File: src/rtl/esteira_defs.sv
// Shared bottling-line definitions: FSM state encodings and default timings,
// also used by the conveyor motor FSM bench.
package esteira_defs;

  typedef enum logic [2:0] {
    OCIOSO    = 3'd0,
    MOVENDO   = 3'd1,
    ENCHENDO  = 3'd2,
    VEDANDO   = 3'd3,
    LIBERANDO = 3'd4,
    ERRO      = 3'd5
  } estado_t;

  localparam int         T_VEDACAO_DEF   = 4;
  localparam int         T_ENCHE_MAX_DEF = 20;
  localparam int         DWELL_W         = 5;
  localparam logic [3:0] ULTIMA_GARRAFA  = 4'd11;
  localparam logic [3:0] MAX_DUZIAS      = 4'd15;

endpackage

File: src/rtl/contador_ciclos.sv
// Dwell counter: synchronous clear has priority over enable; result visible the cycle after.
// Asynchronous active-low reset forces the count to zero.
module contador_ciclos #(
  parameter int W = 5
) (
  input  logic         clk,
  input  logic         rst_n,
  input  logic         i_clr,
  input  logic         i_en,
  output logic [W-1:0] o_count
);

  logic [W-1:0] r_count;

  always_ff @(posedge clk or negedge rst_n) begin
    if (!rst_n) begin
      r_count <= '0;
    end else if (i_clr) begin
      r_count <= '0;
    end else if (i_en) begin
      r_count <= r_count + 1'b1;
    end
  end

  assign o_count = r_count;

endmodule

File: src/rtl/controle_envase.sv
// Bottling station controller: conveyor / fill / cap / release sequencing with fill timeout.
// Moore outputs follow the state register; bottle and dozen counters update on cap completion.
module controle_envase
  import esteira_defs::*;
#(
  parameter int T_VEDACAO   = T_VEDACAO_DEF,
  parameter int T_ENCHE_MAX = T_ENCHE_MAX_DEF
) (
  input  logic       clk,
  input  logic       Reset_n,
  input  logic       Start,
  input  logic       Parada,
  input  logic       Sensor_Garrafa,
  input  logic       Sensor_Nivel,
  input  logic       Reconhecer,
  output logic       Comando_Mover_Esteira,
  output logic       Valvula_Enchimento,
  output logic       Atuador_Vedacao,
  output logic       Alarme,
  output logic [3:0] Cont_Garrafas,
  output logic [3:0] Cont_Duzias
);

  estado_t              r_state;
  estado_t              w_next;
  logic [DWELL_W-1:0]   w_dwell;
  logic                 w_dwell_clr;
  logic                 w_dwell_en;
  logic                 w_garrafa_pronta;
  logic [3:0]           r_garrafas;
  logic [3:0]           r_duzias;

  always_ff @(posedge clk or negedge Reset_n) begin
    if (!Reset_n) begin
      r_state <= OCIOSO;
    end else begin
      r_state <= w_next;
    end
  end

  always_comb begin
    w_next = r_state;
    case (r_state)
      OCIOSO:    if (Start) w_next = MOVENDO;
      MOVENDO: begin
        if (Parada)              w_next = OCIOSO;
        else if (Sensor_Garrafa) w_next = ENCHENDO;
      end
      ENCHENDO: begin
        if (Sensor_Nivel)                                w_next = VEDANDO;
        else if (w_dwell == DWELL_W'(T_ENCHE_MAX - 1))   w_next = ERRO;
      end
      VEDANDO:   if (w_dwell == DWELL_W'(T_VEDACAO - 1)) w_next = LIBERANDO;
      LIBERANDO: if (!Sensor_Garrafa) w_next = Parada ? OCIOSO : MOVENDO;
      ERRO:      if (Reconhecer) w_next = OCIOSO;
      default:   w_next = OCIOSO;
    endcase
  end

  always_comb begin
    Comando_Mover_Esteira = 1'b0;
    Valvula_Enchimento    = 1'b0;
    Atuador_Vedacao       = 1'b0;
    Alarme                = 1'b0;
    case (r_state)
      MOVENDO, LIBERANDO: Comando_Mover_Esteira = 1'b1;
      ENCHENDO:           Valvula_Enchimento    = 1'b1;
      VEDANDO:            Atuador_Vedacao       = 1'b1;
      ERRO:               Alarme                = 1'b1;
      default:            ;
    endcase
  end

  // Dwell restarts from zero on every state change, so each timed state counts from its entry.
  assign w_dwell_clr = (w_next != r_state);
  assign w_dwell_en  = (r_state == ENCHENDO) || (r_state == VEDANDO);

  contador_ciclos #(
    .W(DWELL_W)
  ) u_dwell (
    .clk    (clk),
    .rst_n  (Reset_n),
    .i_clr  (w_dwell_clr),
    .i_en   (w_dwell_en),
    .o_count(w_dwell)
  );

  assign w_garrafa_pronta = (r_state == VEDANDO) && (w_next == LIBERANDO);

  always_ff @(posedge clk or negedge Reset_n) begin
    if (!Reset_n) begin
      r_garrafas <= '0;
      r_duzias   <= '0;
    end else if (w_garrafa_pronta) begin
      if (r_garrafas == ULTIMA_GARRAFA) begin
        r_garrafas <= '0;
        if (r_duzias != MAX_DUZIAS) r_duzias <= r_duzias + 1'b1;
      end else begin
        r_garrafas <= r_garrafas + 1'b1;
      end
    end
  end

  assign Cont_Garrafas = r_garrafas;
  assign Cont_Duzias   = r_duzias;

endmodule

File: config.mk
export PLATFORM = sky130hd
export DESIGN_NAME = controle_envase
export DESIGN_NICKNAME = d
export VERILOG_FILES = /design/src/rtl/esteira_defs.sv /design/src/rtl/contador_ciclos.sv /design/src/rtl/controle_envase.sv
export SDC_FILE = /design/constraint.sdc
export NUM_CORES = 1
export LEC_CHECK = 0
export ABC_CLOCK_PERIOD_IN_PS = 2150
export BUFFER_PORTS_ARGS = -buffer_cell sky130_fd_sc_hd__buf_2
export CORE_ASPECT_RATIO = 1.2
export CORE_MARGIN = 4
export CORE_UTILIZATION = 52
export CTS_CLUSTER_DIAMETER = 30
export DETAILED_ROUTE_END_ITERATION = 8
export PLACE_DENSITY = 0.88
export RECOVER_POWER = 100
export REMOVE_ABC_BUFFERS = 1
export SYNTH_ARGS = -nofsm -noshare
export SYNTH_HDL_FRONTEND = slang
export SYNTH_SLANG_ARGS = --single-unit
File: constraint.sdc
create_clock -name clk -period 2.15 [get_ports clk]
set_input_delay 0.43 -clock clk [delete_from_list [all_inputs] [get_ports clk]]
set_output_delay 0.43 -clock clk [all_outputs]
set_load 0.02 [all_outputs]
==> run_results.csv, run 1 <==
group,metric,value,unit
floorplanning,die_w,47.9,um
logic_synthesis,synth_compound_area_share,13.5,%
floorplanning,fp.coreArea,1830,sq um
global_routing,overflow,0,
pwr,p_leak,0.517,nW
min_path,holdCritPathClass,"in -> async",
timing,fin_crit,1.93,ns
global_routing,grt_antenna_before_repair,0,
run_status,status,"finished, final reports clean",
place,dp_hpwl,1490,um
logic_synthesis,synthXorXnorAreaFrac,6.16,%
logic_synthesis,yosysTopAreaCellShare,40.3,%
logic_synthesis,synth_top_family_by_area,"simple AND/OR/NAND/NOR gates",
logic_synthesis,seq_area_frac_synth,40.3,%
finish,fillers,172,
clock_tree,clk_latency,0.28,ns
clock_tree,cts_tree,"yes",
timing,fmax,518,MHz
floorplanning,die_area,2680,sq um
clock_tree,cts_setup_buffers,0,
floorplanning,io_pins,19,
drt,ant_nets,0,
timing,hold_viol,0,
floorplanning,die_h,55.9,um
flow_run,drv_cap,0,
drt,drt_iter0_drc,29,
logic_synthesis,ys_ff_latch,16,
logic_synthesis,synth_adder_area_share,3.77,%
timing,max_slew_margin,43.1,%
finish,area_delta_synth_final,10.8,%
clock_tree,clock-sinks,16,
drt,wl,2010,um
global_routing,grt_pass1_vias,826,
clock_tree,cts_resized,0,
floorplanning,rows,17,
place,post-place-ws,0.330,ns
global_routing,grt_pass1_wl,3440,um
clock_tree,clkTransAtPathRegs,0.09,ns
timing,fin_ws,0.218,ns
finish,final_cell_mix,"16 x dfrtp_1, 13 x clkbuf_1, 9 x nor2_1",
drt,vias,839,
drt,drt_drc_violations_left,0,
place,place_congestion,0.835,
logic_synthesis,synthSimpleGateAreaFrac,25.8,%
worst_setup_path,critPathKind,"reg -> reg",
global_routing,grt_start_max_net_pins,17,
timing,finClkSkew,0.00314,ns
global_routing,track_usage,17.1,%
clock_tree,ctsLongestPathBuffers,2,
logic_synthesis,yosys_warnings,0,
timing,period_share,89.9,%
logic_synthesis,muxShareOfSynthArea,6.92,%
logic_synthesis,syn_area_per_cell,9.66,sq um
finish,nets,132,
logic_synthesis,netlist_area,995,sq um
finish,drive_gt1_share,14.0,%
timing,whs,0.224,ns
clock_tree,cts_buffers,3,
pwr,power_density,871,nW/um^2
finish,final_common_cell,"dfrtp_1",
worst_setup_path,worstPathMaxFanout,10,
clock_tree,h-tree-depth,1,
drt,wl_per_cell,14.4,um
clock_tree,cts_hold_buf,0,
logic_synthesis,synth_cells,103,
timing,rsz0062_at_grt,"false",
finish,antennaDiodeCount,0,
drt,dr.pass1.iters,4,
finish,fin_util,60.3,%
pwr,ir_drop,0.000402,V
worst_setup_path,worst_setup_path_end_kind,"flip-flop",
logic_synthesis,synth_area_leader_cell,"dfrtp_1",
place,port_buffers,18,
worst_setup_path,start_kind,"flip-flop",
timing,slew_viol_final,0,
clock_tree,ctsRootBufferMaster,"clkbuf_4",
worst_setup_path,arrival,2.10,ns
floorplanning,start_util,54.4,%
logic_synthesis,synth_area_leaders,"dfrtp_1 40%, ha_1 3.8%, xor2_1 3.5%, nor2_1 3.4%, mux2_2 3.4%",
timing,setup_tns,0,ns
timing,worst_pin_slew,0.853,ns
timing,setup_viol,0,
worst_setup_path,worstPathRequired,2.32,ns
logic_synthesis,ys_types,36,
drt,routed_via_density,5.99,
cell families after synthesis:
kind of cell             count (synthesis)
AO/OA/AOI/OAI                           21
XOR/XNOR                                 7
adder cells (fa/ha/maj)                  3
AND/OR/NAND/NOR                         42
flip-flops                              16
multiplexers                             6
buffers and inverters                    8
metal layers:
metal	global-route usage (%)	vias to the layer above	wire length, um
met2	27.0	30	1030
met4	7.69	0	21
met5	0	-	0
met3	1.94	2	123
met1	22.2	395	838
li1	-	412	-
worst max-delay path: stages, from the launching register on:
cell and delay (ns):
dfrtp_1 0.41, ha_1 0.21, nor3b_4 0.39, and4_1 0.36
nand4_2 0.12, mux2_1 0.32
per-stage QoR:
step / total power, W / cells / instance area (sq um)
after floorplan: 0.000650 / 98 / 970
after global placement: 0.000752 / 136 / 1090
after detailed placement: 0.000776 / 136 / 1090
after global routing: 0.00103 / 140 / 1100
after CTS: 0.000975 / 140 / 1130
final: 0.000960 / 140 / 1100
state kept, by name (all words and copies together), names as in the netlist:
signal / cells
u_dwell.o_count: 5
Cont_Garrafas: 4
r_state: 3
Cont_Duzias: 4
final timing paths:
| kind | cells past startpoint | end | startpoint | slack (ns) |
|---|---|---|---|---|
| worst max-delay path | 5 | Cont_Duzias[3] | u_dwell.o_count[0] | 0.22 |
| worst min-delay path | 1 | Cont_Duzias[1] | Reset_n | 0.22 |
| worst max register to register | 5 | Cont_Duzias[3] | u_dwell.o_count[0] | 0.22 |
| worst min register to register | 1 | Cont_Duzias[0] | Cont_Duzias[0] | 0.54 |
| max in group asynchronous | 1 | Cont_Duzias[2] | Reset_n | 1.40 |
| min in group clk | 4 | r_state[2] | Reconhecer | 0.52 |
where the power goes:
group	internal (W)	total (W)	leakage, nW	switching [W]
Clock	0.000103	0.000195	0.0210	0.0000919
Combinational	0.000137	0.000362	0.276	0.000225
Sequential	0.000333	0.000403	0.220	0.0000701
Yosys cell counts (all sizes together):
library cell	n
nand2	5
o221a	1
nand2b	3
nor2b	5
xnor2	3
buf	3
nor3	1
inv	3
nor3b	3
mux2	4
a31oi	3
mux2i	2
o21bai	1
xor2	4
nor4	5
a21oi	6
and4	1
nand4	4
o21ai	5
ha	3
or2	1
nor2	9
dfrtp	16
o22a	1
nand3	3
o211ai	2
o31a	1
a22o	1
and3b	1
clkbuf	2
nor4b	1
final cells by class:
cell class,instances,area [sq um],area share (%)
multi-input cells,79,549,49.8
clock buffers,4,36.3,3.29
repair buffers,19,81.3,7.38
well taps,19,23.8,2.16
inverters,3,11.3,1.02
flip-flops and latches,16,400,36.3
No activity file was read; power rests on OpenSTA's default activity.
==> inputs of run 2 (changes only) <==
--- a/config.mk
+++ b/config.mk
@@ -12,9 +12,10 @@
 export CORE_UTILIZATION = 52
 export CTS_CLUSTER_DIAMETER = 30
 export DETAILED_ROUTE_END_ITERATION = 8
-export PLACE_DENSITY = 0.88
+export PLACE_DENSITY = 0.87
 export RECOVER_POWER = 100
 export REMOVE_ABC_BUFFERS = 1
 export SYNTH_ARGS = -nofsm -noshare
 export SYNTH_HDL_FRONTEND = slang
+export SYNTH_HIERARCHICAL = 1
 export SYNTH_SLANG_ARGS = --single-unit
==> run 2 against run 1 <==
Net effect: final area up 5.3%; highest routed layer unchanged; fmax fell by 4.0%; worst setup slack lost 0.080 ns; critical path type unchanged; sequential power about the same; combinational power is 46% higher; critical path depth grew 1; synthesized cell count rose by 2.9%.
==> run_results.csv, run 2 <==
group,metric,value,unit
worst_setup_path,rr_worst_depth,6,
logic_synthesis,syn_area_per_cell,9.86,sq um
floorplanning,die_w,48.9,um
clock_tree,h-tree-depth,1,
logic_synthesis,seq_area_frac_synth,38.3,%
floorplanning,io_pins,19,
global_routing,grt_antenna_before_repair,0,
clock_tree,clk_latency,0.29,ns
logic_synthesis,async_flop_share,100,%
timing,finClkSkew,0.00241,ns
global_routing,grt_pass1_vias,824,
finish,nets,138,
drt,ant_nets,0,
timing,slew_viol_final,0,
worst_setup_path,start_kind,"flip-flop",
logic_synthesis,yosysMostFrequentCell,"dfrtp_1",
flow_run,drv_cap,0,
logic_synthesis,ys.flop_type,"dfrtp_1",
clock_tree,cts_tree,"yes",
clock_tree,ctsLongestPathBuffers,2,
logic_synthesis,netlist_area,1040,sq um
finish,largest_register_ffs,5,
timing,setup_viol,0,
finish,drive_gt1_share,12.6,%
timing,max_slew_margin,41.4,%
floorplanning,die_area,2790,sq um
logic_synthesis,synth_edf_count,0,
pwr,p_sw,0.000484,W
pwr,p_clk_share,17.8,%
global_routing,grt_pass1_wl,3510,um
place,place_area,1150,sq um
pwr,internal_power,0.000654,W
global_routing,track_usage,16.1,%
timing,setup_tns,0,ns
clock_tree,ctsRootBufferMaster,"clkbuf_4",
pwr,p_leak,0.521,nW
drt,vias,888,
clock_tree,cts_buffers,3,
drt,drt_drc_violations_left,0,
run_status,status,"finished, final reports clean",
worst_setup_path,worstPathMaxFanout,7,
drt,drt_iter0_drc,18,
logic_synthesis,synth_cells,106,
pwr,switching_share,42.5,%
worst_setup_path,worstPathRequired,2.33,ns
logic_synthesis,synth_area_leaders,"dfrtp_1 38%, mux2_1 4.3%, ha_1 3.6%, nand2b_1 3.6%, nor2_1 3.6%",
timing,rsz0062_at_grt,"false",
finish,final_common_cell,"dfrtp_1",
global_routing,overflow,0,
logic_synthesis,synthTopCellsByCount,"16 x dfrtp_1, 10 x nor2_1, 7 x nand2_1",
timing,period_share,93.6,%
finish,antennaDiodeCount,0,
timing,fin_crit,2.01,ns
min_path,holdCritPathClass,"in -> async",
finish,area_delta_synth_final,11.1,%
worst_setup_path,worst_setup_path_end_kind,"flip-flop",
global_routing,grt_start_max_net_pins,17,
logic_synthesis,ys_ff_latch,16,
finish,final_cell_mix,"16 x dfrtp_1, 13 x clkbuf_1, 10 x nor2_1",
logic_synthesis,yosys_warnings,6,
worst_setup_path,critPathKind,"reg -> reg",
floorplanning,die_h,57.1,um
timing,worst_pin_slew,0.878,ns
worst_setup_path,arrival,2.19,ns
logic_synthesis,synth_area_leader_cell,"dfrtp_1",
floorplanning,rows,17,
drt,wl_per_cell,14.2,um
drt,dr.pass1.iters,4,
place,port_buffers,18,
pwr,ir_drop,0.000633,V
timing,hold_viol,0,
clock_tree,clock-sinks,16,
pwr,power_density,980,nW/um^2
finish,fin_util,62.0,%
drt,routed_via_density,6.08,
drt,wl,2070,um
logic_synthesis,yosysTopAreaCellShare,38.3,%
finish,design_area,1160,sq um
floorplanning,fp.coreArea,1870,sq um
place,place_congestion,0.756,
timing,fmax,497,MHz
clock_tree,clkTransAtPathRegs,0.10,ns
floorplanning,start_util,55.8,%
pwr,combPwrFrac,46.6,%
finish,finalNonFillerCells,146,
place,dp.cells,142,
place,dp_hpwl,1560,um
pwr,seqPwrFrac,35.7,%
logic_synthesis,ys_types,42,
run 2: final timing paths:
path | from | to | slack, ns
max | r_state[2] | u_dwell/o_count[3] | 0.14
min | Reset_n | Cont_Garrafas[3] | 0.22
max reg2reg | r_state[2] | u_dwell/o_count[3] | 0.14
min reg2reg | Cont_Duzias[0] | Cont_Duzias[0] | 0.53
max in group asynchronous | Reset_n | u_dwell/o_count[1] | 1.39
min in group clk | Cont_Duzias[0] | Cont_Duzias[0] | 0.53
run 2: metrics by stage:
stage               worst slack, ns  power [W]  hold WS (ns)
finish                        0.138    0.00114         0.223
global route                 0.0236    0.00122         0.292
CTS                           0.164    0.00117        0.0387
detailed placement            0.103   0.000969         0.361
global placement              0.172   0.000939         0.358
floorplan                     0.212   0.000794         0.134
run 2: what timing repair did:
item,4_1_cts,5_1_grt
setup buffers,0,0
resized for setup,0,1
hold endpoints to repair,0,0
hold buffers,0,0
setup endpoints to repair,0,1
run 2: layout make-up:
| type | instances | area [sq um] |
|---|---|---|
| Tap cell | 19 | 23.8 |
| Inverter | 4 | 15.0 |
| Fill cell | 171 | 711 |
| Timing Repair Buffer | 21 | 96.3 |
| Multi-Input combinational cell | 82 | 589 |
| Clock buffer | 4 | 36.3 |
| Sequential cell | 16 | 400 |
run 2: kinds of logic after synthesis:
logic type,share of synthesized area (%)
simple gates,31.0
compound gates,11.6
flops,38.3
buf+inv,4.19
mux,8.74
xor+xnor,2.52
fa+ha+maj,3.59
run 2: worst max-delay path, cell delays in order, from the launching register on:
cell and delay, ns:
dfrtp_1 0.42, nor2b_1 0.17, a21boi_0 0.14, or3_1 0.39
o21ai_1 0.39, nor2b_1 0.09, mux2_1 0.30
run 2: power by group through the flow:
| stage | registers (W) | clock network [W] | logic [W] |
|---|---|---|---|
| 2_1_floorplan | 0.000455 | 0 | 0.000339 |
| 3_3_place_gp | 0.000405 | 0 | 0.000534 |
| 3_5_place_dp | 0.000410 | 0 | 0.000559 |
| 4_1_cts | 0.000403 | 0.000206 | 0.000562 |
| 5_1_grt | 0.000415 | 0.000216 | 0.000586 |
| 6_report | 0.000406 | 0.000202 | 0.000530 |
run 2: routing by layer:
layer | GRT usage [%] | share of wire, % | routed length, um
met1 | 17.1 | 40 | 827
met5 | 0 | 0 | 0
met2 | 27.2 | 49 | 1020
met3 | 2.09 | 6.5 | 134
met4 | 14.6 | 4.5 | 94
==> inputs of run 3 (changes only) <==
--- a/config.mk
+++ b/config.mk
@@ -6,15 +6,16 @@
 export NUM_CORES = 1
 export LEC_CHECK = 0
 export ABC_CLOCK_PERIOD_IN_PS = 2150
-export BUFFER_PORTS_ARGS = -buffer_cell sky130_fd_sc_hd__buf_2
 export CORE_ASPECT_RATIO = 1.2
 export CORE_MARGIN = 4
 export CORE_UTILIZATION = 52
 export CTS_CLUSTER_DIAMETER = 30
 export DETAILED_ROUTE_END_ITERATION = 8
-export PLACE_DENSITY = 0.87
+export DONT_BUFFER_PORTS = 1
+export PLACE_DENSITY = 0.79
 export RECOVER_POWER = 100
 export REMOVE_ABC_BUFFERS = 1
+export SKIP_LAST_GASP = 1
 export SYNTH_ARGS = -nofsm -noshare
 export SYNTH_HDL_FRONTEND = slang
 export SYNTH_HIERARCHICAL = 1
==> run 3 against run 2 <==
Net effect: critical path depth rose by 1; via count fell by 11%; combinational power fell by 4.0%; clock skew barely moved; total power rose by 0.88%; hold slack improved by 0.19 ns; worst setup slack improved by 0.064 ns; highest routed layer unchanged; critical path type unchanged; global-route usage fell by 1.5 points; largest cell class unchanged; count of clock-buffer cells in the layout did not move; first-iteration DRC count fell by 5.6%.
==> run_results.csv, run 3 (same netlist as run 2, synthesis figures left out) <==
group,metric,value,unit
run_status,status,"finished, final reports clean",
drt,wl_per_cell,14.8,um
floorplanning,start_util,55.8,%
worst_setup_path,critPathKind,"reg -> reg",
global_routing,grt_start_max_net_pins,17,
drt,drt_iter0_drc,17,
finish,multi_input_area,592,sq um
finish,drive_gt1_share,9.82,%
finish,nets,123,
finish,final_cell_mix,"16 x dfrtp_1, 10 x nor2_1, 7 x nand2_1",
drt,vias,791,
drt,dr.pass1.iters,4,
place,port_buffers,0,
clock_tree,clock-sinks,16,
clock_tree,ctsLongestPathBuffers,2,
worst_setup_path,start_kind,"flip-flop",
timing,rsz0062_at_grt,"false",
global_routing,overflow,0,
drt,ant_nets,0,
drt,wl_met1,869,um
finish,largest_register_ffs,5,
worst_setup_path,path_cells,"nor4bb_1 -> a21o_1 -> a221oi_1 -> o21ai_0 -> buf_4 -> nor2b_1 -> mux2_1",
timing,slew_viol_final,0,
clock_tree,clk_latency,0.29,ns
drt,drt_drc_violations_left,0,
finish,fin_util,59.4,%
drt,routed_via_density,6.04,
global_routing,grt_pass1_wl,3280,um
pwr,power_density,1030,nW/um^2
timing,fin_crit,1.95,ns
place,dp_hpwl,1480,um
clock_tree,ctsRootBufferMaster,"clkbuf_4",
floorplanning,rows,17,
floorplanning,die_h,57.1,um
finish,area_delta_synth_final,6.35,%
flow_run,drv_cap,0,
clock_tree,cts_setup_buffers,0,
finish,antennaDiodeCount,0,
clock_tree,cts_tree,"yes",
clock_tree,clkTransAtPathRegs,0.10,ns
clock_tree,h-tree-depth,1,
pwr,p_leak,0.502,nW
worst_setup_path,path_buf_inv,1,
worst_setup_path,worstPathMaxFanout,7,
drt,wl,1940,um
global_routing,track_usage,14.5,%
timing,fmax,513,MHz
timing,hold_viol,0,
timing,setup_tns,0,ns
global_routing,grt_pass1_vias,740,
drt,met2_length,937,um
finish,seqCellArea,400,sq um
clock_tree,cts_buffers,3,
worst_setup_path,worstPathRequired,2.33,ns
timing,setup_viol,0,
timing,period_share,90.6,%
min_path,holdCritPathClass,"in -> reg",
floorplanning,fp.coreArea,1870,sq um
pwr,ir_drop,0.000558,V
floorplanning,die_w,48.9,um
drt,top_layer,"met4",
timing,max_slew_margin,51.7,%
worst_setup_path,slowest_delay,0.50,ns
place,place_congestion,0.780,
timing,finClkSkew,0.00248,ns
floorplanning,io_pins,19,
floorplanning,die_area,2790,sq um
drt,dr_wl_met3,103,um
worst_setup_path,crit_path_top_delay_cell,"nor4bb_1",
finish,final_common_cell,"dfrtp_1",
worst_setup_path,worst_setup_path_end_kind,"flip-flop",
worst_setup_path,arrival,2.13,ns
worst_setup_path,cp_top_family,"simple AND/OR/NAND/NOR gates",
finish,fillers,178,
global_routing,grt_antenna_before_repair,0,
timing,worst_pin_slew,0.722,ns
==> run 3: power breakdown <==
group | switching, W | internal, W
sequential | 0.0000878 | 0.000350
combinational | 0.000291 | 0.000218
clock | 0.0000985 | 0.000103
==> run 3: stage by stage <==
step | hold slack [ns] | instances | area (sq um) | worst slack, ns | total power, W
after floorplan | 0.134 | 102 | 1020 | 0.212 | 0.000794
after global placement | 0.135 | 126 | 1080 | 0.338 | 0.000927
after detailed placement | 0.135 | 126 | 1080 | 0.239 | 0.000948
after CTS | 0.412 | 131 | 1120 | 0.228 | 0.00116
after global routing | 0.449 | 131 | 1110 | 0.0958 | 0.00123
final | 0.417 | 131 | 1110 | 0.202 | 0.00115
==> run 3: layer usage <==
layer	vias to the layer above	global-route usage [%]
li1	392	-
met1	371	18.1
met2	24	23.9
met3	4	3.13
met4	0	6.92
met5	-	0
==> run 3: path summary, 6_finish.rpt <==
kind,cells past startpoint,start,endpoint,slack [ns]
setup / recovery,7,u_dwell/o_count[0],u_dwell/o_count[3],0.20
hold / removal,4,Sensor_Garrafa,r_state[2],0.42
setup reg to reg,7,u_dwell/o_count[0],u_dwell/o_count[3],0.20
hold reg to reg,2,u_dwell/o_count[1],u_dwell/o_count[1],0.62
max in group asynchronous,1,Reset_n,r_state[2],1.07
min in group asynchronous,1,Reset_n,Cont_Duzias[0],0.63
==> run 3: cell type report <==
| class | count | area share (%) |
|---|---|---|
| clock buffer | 4 | 3.27 |
| inverter | 4 | 1.35 |
| timing repair buffer | 6 | 3.94 |
| sequential | 16 | 36.0 |
| tap | 19 | 2.14 |
| multi-input combinational | 82 | 53.3 |
==> run 3: repair_timing <==
item | CTS | global route
hold endpoints to repair | 16 | 0
gates resized for setup | 0 | 0
hold buffers | 1 | 0
==> run 3: tightest hold or removal path, stage by stage <==
cell and delay, ns:
nand2b_1 0.05, nand2_1 0.07, nand2_1 0.05, o21ai_0 0.07
